--- src/rtl/lif_membrane_state.sv ---
// LIF membrane-potential register stage: leak, threshold, reset, refractory.
// Optional LIF_RESET_BY_SUBTRACTION_EN selects reset-by-subtraction on spike.
module lif_membrane_state #(
  parameter int WIDTH         = 6,
  parameter int REFRACT_WIDTH = 3,
  parameter int COUNT_WIDTH   = 8
) (
  input  logic                     clk,
  input  logic                     rst_n,
  input  logic                     ena,
  input  logic signed [WIDTH-1:0]  u_bn,
  input  logic signed [WIDTH-1:0]  threshold,
  input  logic [2:0]               leak_shift,
  input  logic [REFRACT_WIDTH-1:0] refractory_period,
  input  logic                     clear_count,
  output logic signed [WIDTH-1:0]  u,
  output logic                     spike,
  output logic                     refractory,
  output logic [COUNT_WIDTH-1:0]   spike_count
);

  logic signed [WIDTH-1:0]  leak;
  logic signed [WIDTH-1:0]  v;
  logic signed [WIDTH-1:0]  u_fire;
  logic [REFRACT_WIDTH-1:0] rcnt;
  logic                     fire;

  always_comb begin
    leak = u_bn >>> leak_shift;
    v    = (leak_shift != 3'd0) ? (u_bn - leak) : u_bn;
    fire = ena && (rcnt == '0) && (v >= threshold);
  end

`ifdef LIF_RESET_BY_SUBTRACTION_EN
  logic signed [WIDTH:0] diff;

  // One extra bit catches overflow; v >= threshold means only +ve overflow
  // is reachable, but both rails are clamped for safety.
  always_comb begin
    diff = {v[WIDTH-1], v} - {threshold[WIDTH-1], threshold};
    if (diff[WIDTH] != diff[WIDTH-1])
      u_fire = diff[WIDTH] ? {1'b1, {(WIDTH-1){1'b0}}}
                           : {1'b0, {(WIDTH-1){1'b1}}};
    else
      u_fire = diff[WIDTH-1:0];
  end
`else
  assign u_fire = '0;
`endif

  assign refractory = (rcnt != '0);

  always_ff @(posedge clk or negedge rst_n) begin
    if (!rst_n) begin
      u     <= '0;
      spike <= 1'b0;
      rcnt  <= '0;
    end else begin
      spike <= fire;
      if (ena) begin
        if (rcnt != '0) begin
          rcnt <= rcnt - 1'b1;
        end else if (fire) begin
          rcnt <= refractory_period;
          u    <= u_fire;
        end else begin
          u    <= v;
        end
      end
    end
  end

  always_ff @(posedge clk or negedge rst_n) begin
    if (!rst_n)
      spike_count <= '0;
    else if (clear_count)
      spike_count <= '0;
    else if (fire && (spike_count != '1))
      spike_count <= spike_count + 1'b1;
  end

endmodule

--- config.mk ---
export PLATFORM = sky130hd
export DESIGN_NAME = lif_membrane_state
export DESIGN_NICKNAME = d
export VERILOG_FILES = /design/src/rtl/lif_membrane_state.sv
export SDC_FILE = /design/constraint.sdc
export NUM_CORES = 1
export LEC_CHECK = 0
export BUFFER_PORTS_ARGS = -buffer_cell sky130_fd_sc_hd__buf_2
export CORE_MARGIN = 10
export CORE_UTILIZATION = 45
export CTS_CLUSTER_SIZE = 20
export DETAILED_ROUTE_END_ITERATION = 12
export GPL_ROUTABILITY_DRIVEN = 0
export PLACE_DENSITY = 0.74
export SLEW_MARGIN = 20
export SYNTH_ARGS = -nofsm -noshare
export SYNTH_HDL_FRONTEND = slang
export SYNTH_SLANG_ARGS = --single-unit
--- constraint.sdc ---
create_clock -name clk -period 1.65 [get_ports clk]
set_input_delay 0.33 -clock clk [delete_from_list [all_inputs] [get_ports clk]]
set_output_delay 0.33 -clock clk [all_outputs]
set_load 0.02 [all_outputs]
Word level (Yosys, flattened, before mapping)
Cells that the tools add are included.

Order comparisons: 1. Shift-type cells: 1. Add/subtract/negate cells: 3. Bitwise operators: 1. Reductions and logical operators: 10. Multiplexer cells: 6. Eq/ne operators: 1.

Operator list (count): $mux W8 (2); $mux W6 (2); $add A8 B1 Y8 const B (1); $ne A8 B8 Y1 const B (1); $ge A6 B6 Y1 (1); $mux W3 (2); $reduce_bool A3 Y1 (2); $sshr A6 B3 Y6 (1); $sub A6 B6 Y6 (1); $reduce_and A2 Y1 (2); $reduce_bool A2 Y1 (2); $logic_and A1 B1 Y1 (3); $logic_not A3 Y1 (1); $sub A3 B1 Y3 const B (1); $not A1 Y1 (1).

Input port bits: 22. Flip-flop bits (word level): 18.

Longest topological paths before layout
Gate-level depths: netlist of the first run.

Depth after elaboration: 8. Gate-level depth with buffers: 17.

Worst setup path after synthesis of the first run
OpenSTA, ideal clock, no wires.

Path type: input -> register. Start point: in leak_shift[0]. End point: reg spike_count[3]. Setup time: 78 ps. Stages: 17. Path slack: -1938 ps. Arrival: 3510 ps. Cell sequence: clkbuf_1 -> mux4_2 -> nor2_1 -> a21oi_1 -> ha_1 -> inv_1 -> fa_1 -> a21o_1 -> a21oi_1 -> xnor2_1 -> a21o_1 -> ha_1 -> nand4_1 -> o22a_2 -> buf_4 -> or3_1 -> a21oi_1.

Longest elaborated chain between the ends: 7. Elaborated cells on any way between the ends: 8. Those cells by class: 1 x add/sub; 1 x order compare; 1 x shift; 1 x mux; 4 x reduce/logical.

RTL lines: start: declaration (line 13) `input logic [2:0] leak_shift,`; $sshr A6 B3 Y6 (line 29) `leak = u_bn >>> leak_shift;`; $sub A6 B6 Y6 (line 30) `v = (leak_shift != 3'd0) ? (u_bn - leak) : u_bn;`; $mux W6 * (line 30); $ge A6 B6 Y1 * (line 31) `fire = ena && (rcnt == '0) && (v >= threshold);`; $logic_and A1 B1 Y1 * (line 31); $logic_and A1 B1 Y1 * (line 78) `else if (fire && (spike_count != '1))`; $reduce_bool A2 Y1 (no source line) *; end signal: assignment (line 79) `spike_count <= spike_count + 1'b1;`; end: declaration (line 19) `output logic [COUNT_WIDTH-1:0] spike_count`.

Every way passes the cells marked *; elsewhere a longest branch is shown, timed or not. A chain may end at the register's enable or synchronous reset.

Worst setup path in the final report of the first run
Start point: in leak_shift[1]. End point: reg spike_count[0].

Same word-level chain as after synthesis.

==> results.yml, run 1 <==
clock_tree:
  cts_tree: "built"
  clock-sinks: 18
  clkTransAtPathRegs_ns: 0.11
  cts_root_buffer: "clkbuf_4"
  htreeDepth: 1
  insertion_delay_ns: 0.29
  cts_max_path_buffers: 2
  numCtsBuffers: 3
hold_path:
  min_from: "ena"
  hp-class: "in -> reg"
  min_path_cells: 2
route:
  drt-initial-drc-count: 133
  drc: 0
  ant_nets: 0
  totalWireLength_um: 4479
  vias_per_cell: 5.332
  firstDrtPassIters: 4
  wl_per_cell_um: 14.73
  via_count: 1621
grt:
  grt_overflow: 0
  grt_pass1_wl_um: 7210
  track_usage_pct: 13.90
  antenna_found_initial: 0
  grt_pass1_vias: 1629
  grt_max_degree: 19
yosys:
  ys_async_sr_fraction_pct: 100.0
  syn-mean-instance-area_um2: 8.606
  synth_warnings: 0
  yosys_register_bits: 18
  synth_edf_count: 0
  ys_seq_area_share_pct: 30.43
  dominantRegCellSynth: "dfrtp_1"
  synth_cell_type_count: 39
  syn_inst: 172
  synth.net_count: 209
  syn-cell-area_mm2: 0.001480
worst_setup_path:
  crit_type: "in -> reg"
  end_kind: "flip-flop"
  cp_max_fo: 4
  r2r_start: "spike_count[0]"
  cp-startpoint: "leak_shift[1]"
  crit_arrival_ns: 3.49
  required_ns: 1.84
  r2r_cells: 6
  start_kind: "input port"
sta:
  hold_viol: 0
  drv_slew: 0
  rsz0062_at_grt: "yes"
  final-setup-viol-count: 18
  max_clock_freq_ghz: 0.3033
  skew_ns: 0.01320
  fin_crit_sh_pct: 199.8
  layout_min_cycle_time_ns: 3.297
  slew_headroom_pct: 73.02
  worst_pin_slew_ns: 0.4046
  fin_ws_ns: -1.647
outcome:
  status: "complete, but fails checks"
  failed_checks: "negative setup slack"
power_and_ir_drop:
  p_leak_nw: 1.154
  powerDensity_mw_per_mm2: 964.7
  vdd_drop_max_v: 0.0003899
floorplanning:
  initial_core_util_pct: 47.70
  die_width_um: 77.35
  row_count: 20
  dieHeight_um: 77.35
  io_pins: 38
  placeableCoreArea_mm2: 0.003103
  die_area_mm2: 0.005983
finish:
  fill_cells: 248
  finalInstanceArea_mm2: 0.002328
  diodes: 0
  multi_input_area_mm2: 0.001114
  layout.cells.non_filler: 304
  drive_gt1_share_pct: 51.15
  regArea_um2: 450.4
  area_growth_pct: 57.31
  final_nets: 299
  mostFrequentLayoutCells: "buf_4 (48), buf_2 (34), dfrtp_1 (18), nand2_1 (14), nor2_1 (12)"
  final_core_util_pct: 75.04
  final_common_cell: "buf_4"
placement:
  hpwl_um: 3237
  dp_cells: 291
  placed_area_mm2: 0.002057
  io_buffers: 37
flow_run:
  max_cap_violations: 0
==> cells in the mapped netlist, types with 3 or more instances <==
cell type  instances  area share [%]
a211oi_1           3             1.5
nand2b_1           5             2.1
o21ai_0           11             3.7
nor3_1             3             1.0
nor2b_1            6             2.5
inv_1             11             2.8
ha_1              14              12
mux2i_1            3             2.0
clkbuf_1           4             1.0
a22o_1             4             2.4
o31ai_1            6             3.0
nor2_1            15             3.8
a21oi_1           17             5.7
a21o_1             3             1.5
nand2_1           14             3.6
nand3_1            6             2.0
or3_1              4             1.7
dfrtp_1           18              30
==> flip-flops by register name, summed over array words and instances, names as in the netlist <==
name         flops
u                6
rcnt             3
spike_count      8
spike            1
==> per-stage QoR <==
stage	setup TNS (ns)	power, mW	setup slack (ns)	hold slack, ns
final	-27.80	2.246	-1.647	0.3008
after CTS	-27.92	2.070	-1.640	0.2977
after detailed placement	-35.10	1.723	-2.027	0.2805
after global routing	-31.08	2.407	-1.831	0.3136
after global placement	-32.97	1.699	-1.894	0.2803
after floorplan	-28.71	1.277	-1.784	0.03441
==> worst max-delay path, cell delays in order <==
cell and delay, ns:
buf_8 0.10, mux4_2 0.33, nor2_2 0.04, a21oi_2 0.11, ha_2 0.20, inv_2 0.04, fa_2 0.33, a21o_1 0.18
a21oi_2 0.16, xnor2_1 0.13, a21o_1 0.20, ha_4 0.23, a2111oi_4 0.41, buf_4 0.19, o22ai_4 0.07, and3_4 0.15
mux2_4 0.29
==> layout make-up <==
class	count	area share, %
inverters	11	1.773
multi-input cells	136	47.82
flip-flops and latches	18	19.34
clock buffers	3	0.9672
well taps	44	2.364
repair buffers	92	27.73
==> power breakdown <==
part	switching (mW)	internal [mW]	total [mW]	leakage [nW]
Clock	0.134	0.0848	0.219	0.0138
Combinational	0.699	0.728	1.43	0.899
Sequential	0.0591	0.542	0.601	0.241
Total	0.892	1.35	2.25	1.15
==> kinds of logic (layout without fill, tap and decap cells) <==
group           count (synthesis)  count (layout)  synth area share (%)
xor+xnor                        2               2                 1.184
mux                             6               6                 5.325
fa+ha+maj                      15              15                 13.19
compound gates                 51              51                 23.75
buf+inv                        18             106                 4.987
simple gates                   62              62                 21.13
flops                          18              18                 30.43
==> repair_timing <==
item | in CTS | in global routing
buffers inserted | 4 | 5
endpoints found under the hold margin | 18 | 0
setup endpoints to repair | 19 | 19
hold buffers | 1 | 0
resized for setup | 25 | 23
pin swaps | 22 | 11
==> worst paths after layout <==
| path | end | slack (ns) |
|---|---|---|
| max | spike_count[0] | -1.65 |
| min | rcnt[1] | 0.30 |
| max reg2reg | spike_count[7] | -0.15 |
| min reg2reg | u[1] | 0.49 |
| max in group asynchronous | u[2] | 0.87 |
| min in group asynchronous | spike_count[5] | 0.49 |
==> per-layer routing <==
layer	up-vias	GRT usage (%)	wire length, µm
met5	-	0	0
met4	0	4.562	37
met3	6	1.728	207
met2	53	24.75	2245
met1	759	16.85	1989
li1	803	-	-
No activity file was read; power rests on OpenSTA's default activity.
==> run 2, diff against run 1 <==
--- a/config.mk
+++ b/config.mk
@@ -12,6 +12,7 @@
 export DETAILED_ROUTE_END_ITERATION = 12
 export GPL_ROUTABILITY_DRIVEN = 0
 export PLACE_DENSITY = 0.74
+export REMOVE_ABC_BUFFERS = 1
 export SLEW_MARGIN = 20
 export SYNTH_ARGS = -nofsm -noshare
 export SYNTH_HDL_FRONTEND = slang
==> results.yml, run 2 (synthesized netlist as in run 1, its figures left out) <==
outcome:
  status: "complete, but fails checks"
  failed_checks: "negative setup slack"
finish:
  final_common_cell: "buf_4"
  reg_top3: "spike_count x8, u x6, rcnt x3"
  largest_register_ffs: 8
  diodes: 0
  top_register: "spike_count"
  drive_gt1_share_pct: 45.45
  mostFrequentLayoutCells: "buf_4 (43), buf_2 (35), dfrtp_1 (18), nor2_1 (14), nand2_1 (14)"
  area_growth_pct: 48.77
  fill_cells: 265
  final_nets: 292
grt:
  grt_pass1_wl_um: 6941
  grt_max_degree: 19
  track_usage_pct: 13.51
  antenna_found_initial: 0
  grt_overflow: 0
  grt_pass1_vias: 1565
sta:
  fin_ws_ns: -1.556
  setup_tns_ns: -25.57
  slew_headroom_pct: 72.86
  drv_slew: 0
  max_clock_freq_ghz: 0.3119
  layout_min_cycle_time_ns: 3.206
  final-setup-viol-count: 18
  fin_crit_sh_pct: 194.3
  skew_ns: 0.004947
  rsz0062_at_grt: "yes"
  worst_pin_slew_ns: 0.4072
  hold_viol: 0
worst_setup_path:
  end_kind: "flip-flop"
  required_ns: 1.88
  crit_type: "in -> reg"
  crit_arrival_ns: 3.44
  cp_max_fo: 5
  start_kind: "input port"
clock_tree:
  htreeDepth: 1
  numCtsBuffers: 3
  cts_max_path_buffers: 2
  cts_tree: "built"
  insertion_delay_ns: 0.30
  cts_root_buffer: "clkbuf_4"
  clkTransAtPathRegs_ns: 0.10
  clock-sinks: 18
route:
  firstDrtPassIters: 4
  drc: 0
  vias_per_cell: 5.209
  drt-initial-drc-count: 102
  via_count: 1547
  wl_per_cell_um: 13.90
  ant_nets: 0
  totalWireLength_um: 4128
floorplanning:
  die_area_mm2: 0.005983
  io_pins: 38
  die_width_um: 77.35
  dieHeight_um: 77.35
  initial_core_util_pct: 47.70
  row_count: 20
  placeableCoreArea_mm2: 0.003103
flow_run:
  max_cap_violations: 0
power_and_ir_drop:
  powerDensity_mw_per_mm2: 971.8
  vdd_drop_max_v: 0.0003522
  p_leak_nw: 1.100
  power_mw: 2.140
hold_path:
  hp-class: "in -> reg"
placement:
  io_buffers: 37
  hpwl_um: 3239
-- run 2: cell count changes in the layout (fill, tap and decap cells not counted), moves of 2 or more --
cell / change
nor2_2: -2
a211oi_2: -2
a21oi_2: -2
or3_4: -2
or3_1: +2
buf_6: -3
nor2_1: +2
a21oi_1: +2
buf_4: -5
a211oi_1: +2
-- run 2: area by class of cell --
class                      instances  area (µm²)  area share [%]
multi-input combinational        136        1054           47.84
timing repair buffer              85       579.3           26.31
sequential                        18       450.4           20.45
tap                               44       55.05           2.500
inverter                          11       41.29           1.875
clock buffer                       3       22.52           1.023
-- run 2: stage by stage --
| step | setup WS, ns | std cells | util [%] | cell area [µm²] | hold slack, ns |
|---|---|---|---|---|---|
| CTS | -1.487 | 295 | 69.48 | 2156 | 0.2747 |
| global route | -1.713 | 297 | 70.97 | 2202 | 0.2859 |
| detailed placement | -2.043 | 291 | 65.28 | 2026 | 0.2822 |
| floorplan | -1.760 | 165 | - | 1448 | 0.03441 |
| global placement | -2.000 | 291 | 65.28 | 2026 | 0.2799 |
| finish | -1.556 | 297 | 70.97 | 2202 | 0.2778 |
-- run 2: where the power goes --
part,switching (mW),internal (mW)
Sequential,0.0634,0.542
Combinational,0.653,0.662
Clock,0.135,0.0852
-- run 2: final timing paths --
path | from | end | slack [ns] | cells past startpoint
setup / recovery | leak_shift[1] | spike_count[5] | -1.56 | 16
hold / removal | ena | rcnt[1] | 0.28 | 2
setup reg to reg | spike_count[0] | spike_count[7] | -0.08 | 6
hold reg to reg | u[2] | u[2] | 0.47 | 2
max in group asynchronous | rst_n | u[3] | 0.88 | 2
min in group asynchronous | rst_n | spike_count[5] | 0.48 | 2
-- run 2: repair_timing --
item | 4_1_cts | 5_1_grt
pin swaps | 13 | 12
endpoints found under the hold margin | 18 | 0
resized for setup | 27 | 10
buffers inserted | 0 | 2
setup endpoints to repair | 19 | 19
hold buffers | 1 | 0
-- run 2: layer usage --
| layer | wire length, µm | track usage [%] |
|---|---|---|
| met1 | 1713 | 14.73 |
| met2 | 2136 | 24.50 |
| met3 | 206 | 2.535 |
| met4 | 72 | 6.569 |
| met5 | 0 | 0 |
-- run 2: worst max-delay path, cell delays in order --
cell and delay (ns):
buf_8 0.10, mux4_2 0.32, nor2_1 0.04, a21oi_2 0.11, ha_2 0.20, inv_2 0.04, fa_2 0.34, a21o_1 0.18
a21oi_2 0.12, xnor2_1 0.08, a21o_1 0.21, ha_4 0.29, a2111oi_4 0.08, o22a_2 0.30, or4_1 0.53, a21oi_1 0.15
==> run 3, diff against run 2 <==
--- a/config.mk
+++ b/config.mk
@@ -6,12 +6,13 @@
 export NUM_CORES = 1
 export LEC_CHECK = 0
 export BUFFER_PORTS_ARGS = -buffer_cell sky130_fd_sc_hd__buf_2
+export CELL_PAD_IN_SITES_DETAIL_PLACEMENT = 0
+export CELL_PAD_IN_SITES_GLOBAL_PLACEMENT = 1
 export CORE_MARGIN = 10
-export CORE_UTILIZATION = 45
-export CTS_CLUSTER_SIZE = 20
+export CORE_UTILIZATION = 35
 export DETAILED_ROUTE_END_ITERATION = 12
 export GPL_ROUTABILITY_DRIVEN = 0
-export PLACE_DENSITY = 0.74
+export PLACE_DENSITY = 0.78
 export REMOVE_ABC_BUFFERS = 1
 export SLEW_MARGIN = 20
 export SYNTH_ARGS = -nofsm -noshare
==> results.yml, run 3 (synthesized netlist as in run 1, its figures left out) <==
outcome:
  status: "complete, but fails checks"
  failed_checks: "negative hold slack, negative setup slack"
clock_tree:
  hold_buffers: 0
  clkTransAtPathRegs_ns: 0.07
  insertion_delay_ns: 0.26
  cts_root_buffer: "clkbuf_8"
  cts_tree: "built"
  numCtsBuffers: 3
  cts_max_path_buffers: 2
  clock-sinks: 18
  htreeDepth: 1
floorplanning:
  die_width_um: 85.03
  dieHeight_um: 85.03
  io_pins: 38
  row_count: 23
  initial_core_util_pct: 36.48
  die_area_mm2: 0.007230
  placeableCoreArea_mm2: 0.004058
grt:
  antenna_found_initial: 0
  track_usage_pct: 11.43
  grt_pass1_wl_um: 7031
  grt_overflow: 0
  grt_pass1_vias: 1617
  grt_max_degree: 19
route:
  totalWireLength_um: 4059
  firstDrtPassIters: 4
  ant_nets: 0
  wl_per_cell_um: 13.40
  drt-initial-drc-count: 58
  via_count: 1528
  vias_per_cell: 5.043
  drc: 0
worst_setup_path:
  crit_arrival_ns: 3.37
  reg2reg_slack_ns: -0.14
  end_kind: "flip-flop"
  r2r_start: "spike_count[0]"
  r2r_cells: 6
  crit_type: "in -> reg"
  r2r-end: "spike_count[7]"
  required_ns: 1.80
  cp_max_fo: 4
  start_kind: "input port"
finish:
  regArea_um2: 450.4
  finalInstanceArea_mm2: 0.002230
  final_core_util_pct: 54.95
  final_nets: 291
  largest_register_ffs: 8
  fill_cells: 388
  layout.cells.non_filler: 303
  top_register: "spike_count"
  reg_top3: "spike_count x8, u x6, rcnt x3"
  area_growth_pct: 50.63
  drive_gt1_share_pct: 45.06
  multi_input_area_mm2: 0.001055
  diodes: 0
  mostFrequentLayoutCells: "buf_4 (44), buf_2 (35), dfrtp_1 (18), nand2_1 (14), nor2_1 (13)"
  final_common_cell: "buf_4"
power_and_ir_drop:
  swShare_pct: 38.10
  intPower_mw: 1.379
  switching_power_mw: 0.8486
  powerDensity_mw_per_mm2: 999.0
  sequentialPowerShare_pct: 26.7
  combinationalPowerShare_pct: 56.7
  vdd_drop_max_v: 0.0004137
  p_leak_nw: 1.112
  clockPowerShare_pct: 16.6
  power_mw: 2.228
sta:
  layout_min_cycle_time_ns: 3.216
  skew_ns: 0.006080
  rsz0062_at_grt: "yes"
  holdWs_ns: -0.004649
  fin_crit_sh_pct: 194.9
  setup_tns_ns: -26.33
  drv_slew: 0
  worst_pin_slew_ns: 0.4235
  fin_ws_ns: -1.566
  max_clock_freq_ghz: 0.3109
  final-setup-viol-count: 18
  hold_viol: 10
  slew_headroom_pct: 71.77
flow_run:
  max_cap_violations: 0
hold_path:
  hp-class: "in -> async"
placement:
  dp_cells: 298
  hpwl_um: 3268
  placed_area_mm2: 0.002041
  pre_cts_slack_ns: -2.010
  io_buffers: 37
## run 3: per-layer routing
layer	vias up	track usage, %	part of all wire, %
met5	-	0	0
met4	0	4.940	1.8
met3	5	2.294	4.8
met2	29	20.37	49
met1	707	12.76	44
li1	787	-	-
## run 3: timing repair
action                                  CTS  global route
endpoints found under the setup margin   18            19
pin swaps                                11            12
buffers inserted                          1             0
resized for setup                        18            16
## run 3: layout make-up
| type | count | share of cell area (%) |
|---|---|---|
| Clock buffer | 4 | 2.469 |
| Inverter | 11 | 1.852 |
| Multi-Input combinational cell | 136 | 47.31 |
| Sequential cell | 18 | 20.20 |
| Tap cell | 50 | 2.806 |
| Timing Repair Buffer | 84 | 25.36 |
## run 3: worst max path at each step
stage | startpoint | depth (start not counted) | slack [ns] | to
finish | leak_shift[1] | 16 | -1.57 | spike_count[7]
global placement | leak_shift[1] | 17 | -1.98 | spike_count[4]
global route | leak_shift[1] | 17 | -1.73 | spike_count[4]
CTS | leak_shift[1] | 16 | -1.54 | spike_count[7]
detailed placement | leak_shift[1] | 17 | -2.01 | spike_count[4]
floorplan | leak_shift[1] | 15 | -1.76 | spike_count[5]
## run 3: critical path, cell delays in order
cell	delay [ns]
buf_6	0.10
mux4_2	0.33
nor2_2	0.04
a21oi_2	0.10
ha_2	0.19
inv_2	0.04
fa_2	0.33
a21o_1	0.18
a21oi_2	0.14
xnor2_1	0.12
a21o_1	0.20
ha_4	0.23
a2111oi_4	0.42
o22a_2	0.27
nor3_1	0.07
mux2_2	0.27
## run 3: power by group through the flow
stage / Clock [mW] / Sequential, mW / Combinational, mW
2_1_floorplan: 0 / 0.678 / 0.532
3_3_place_gp: 0 / 0.602 / 1.08
3_5_place_dp: 0 / 0.603 / 1.09
4_1_cts: 0.378 / 0.595 / 1.16
5_1_grt: 0.390 / 0.607 / 1.40
6_report: 0.370 / 0.595 / 1.26
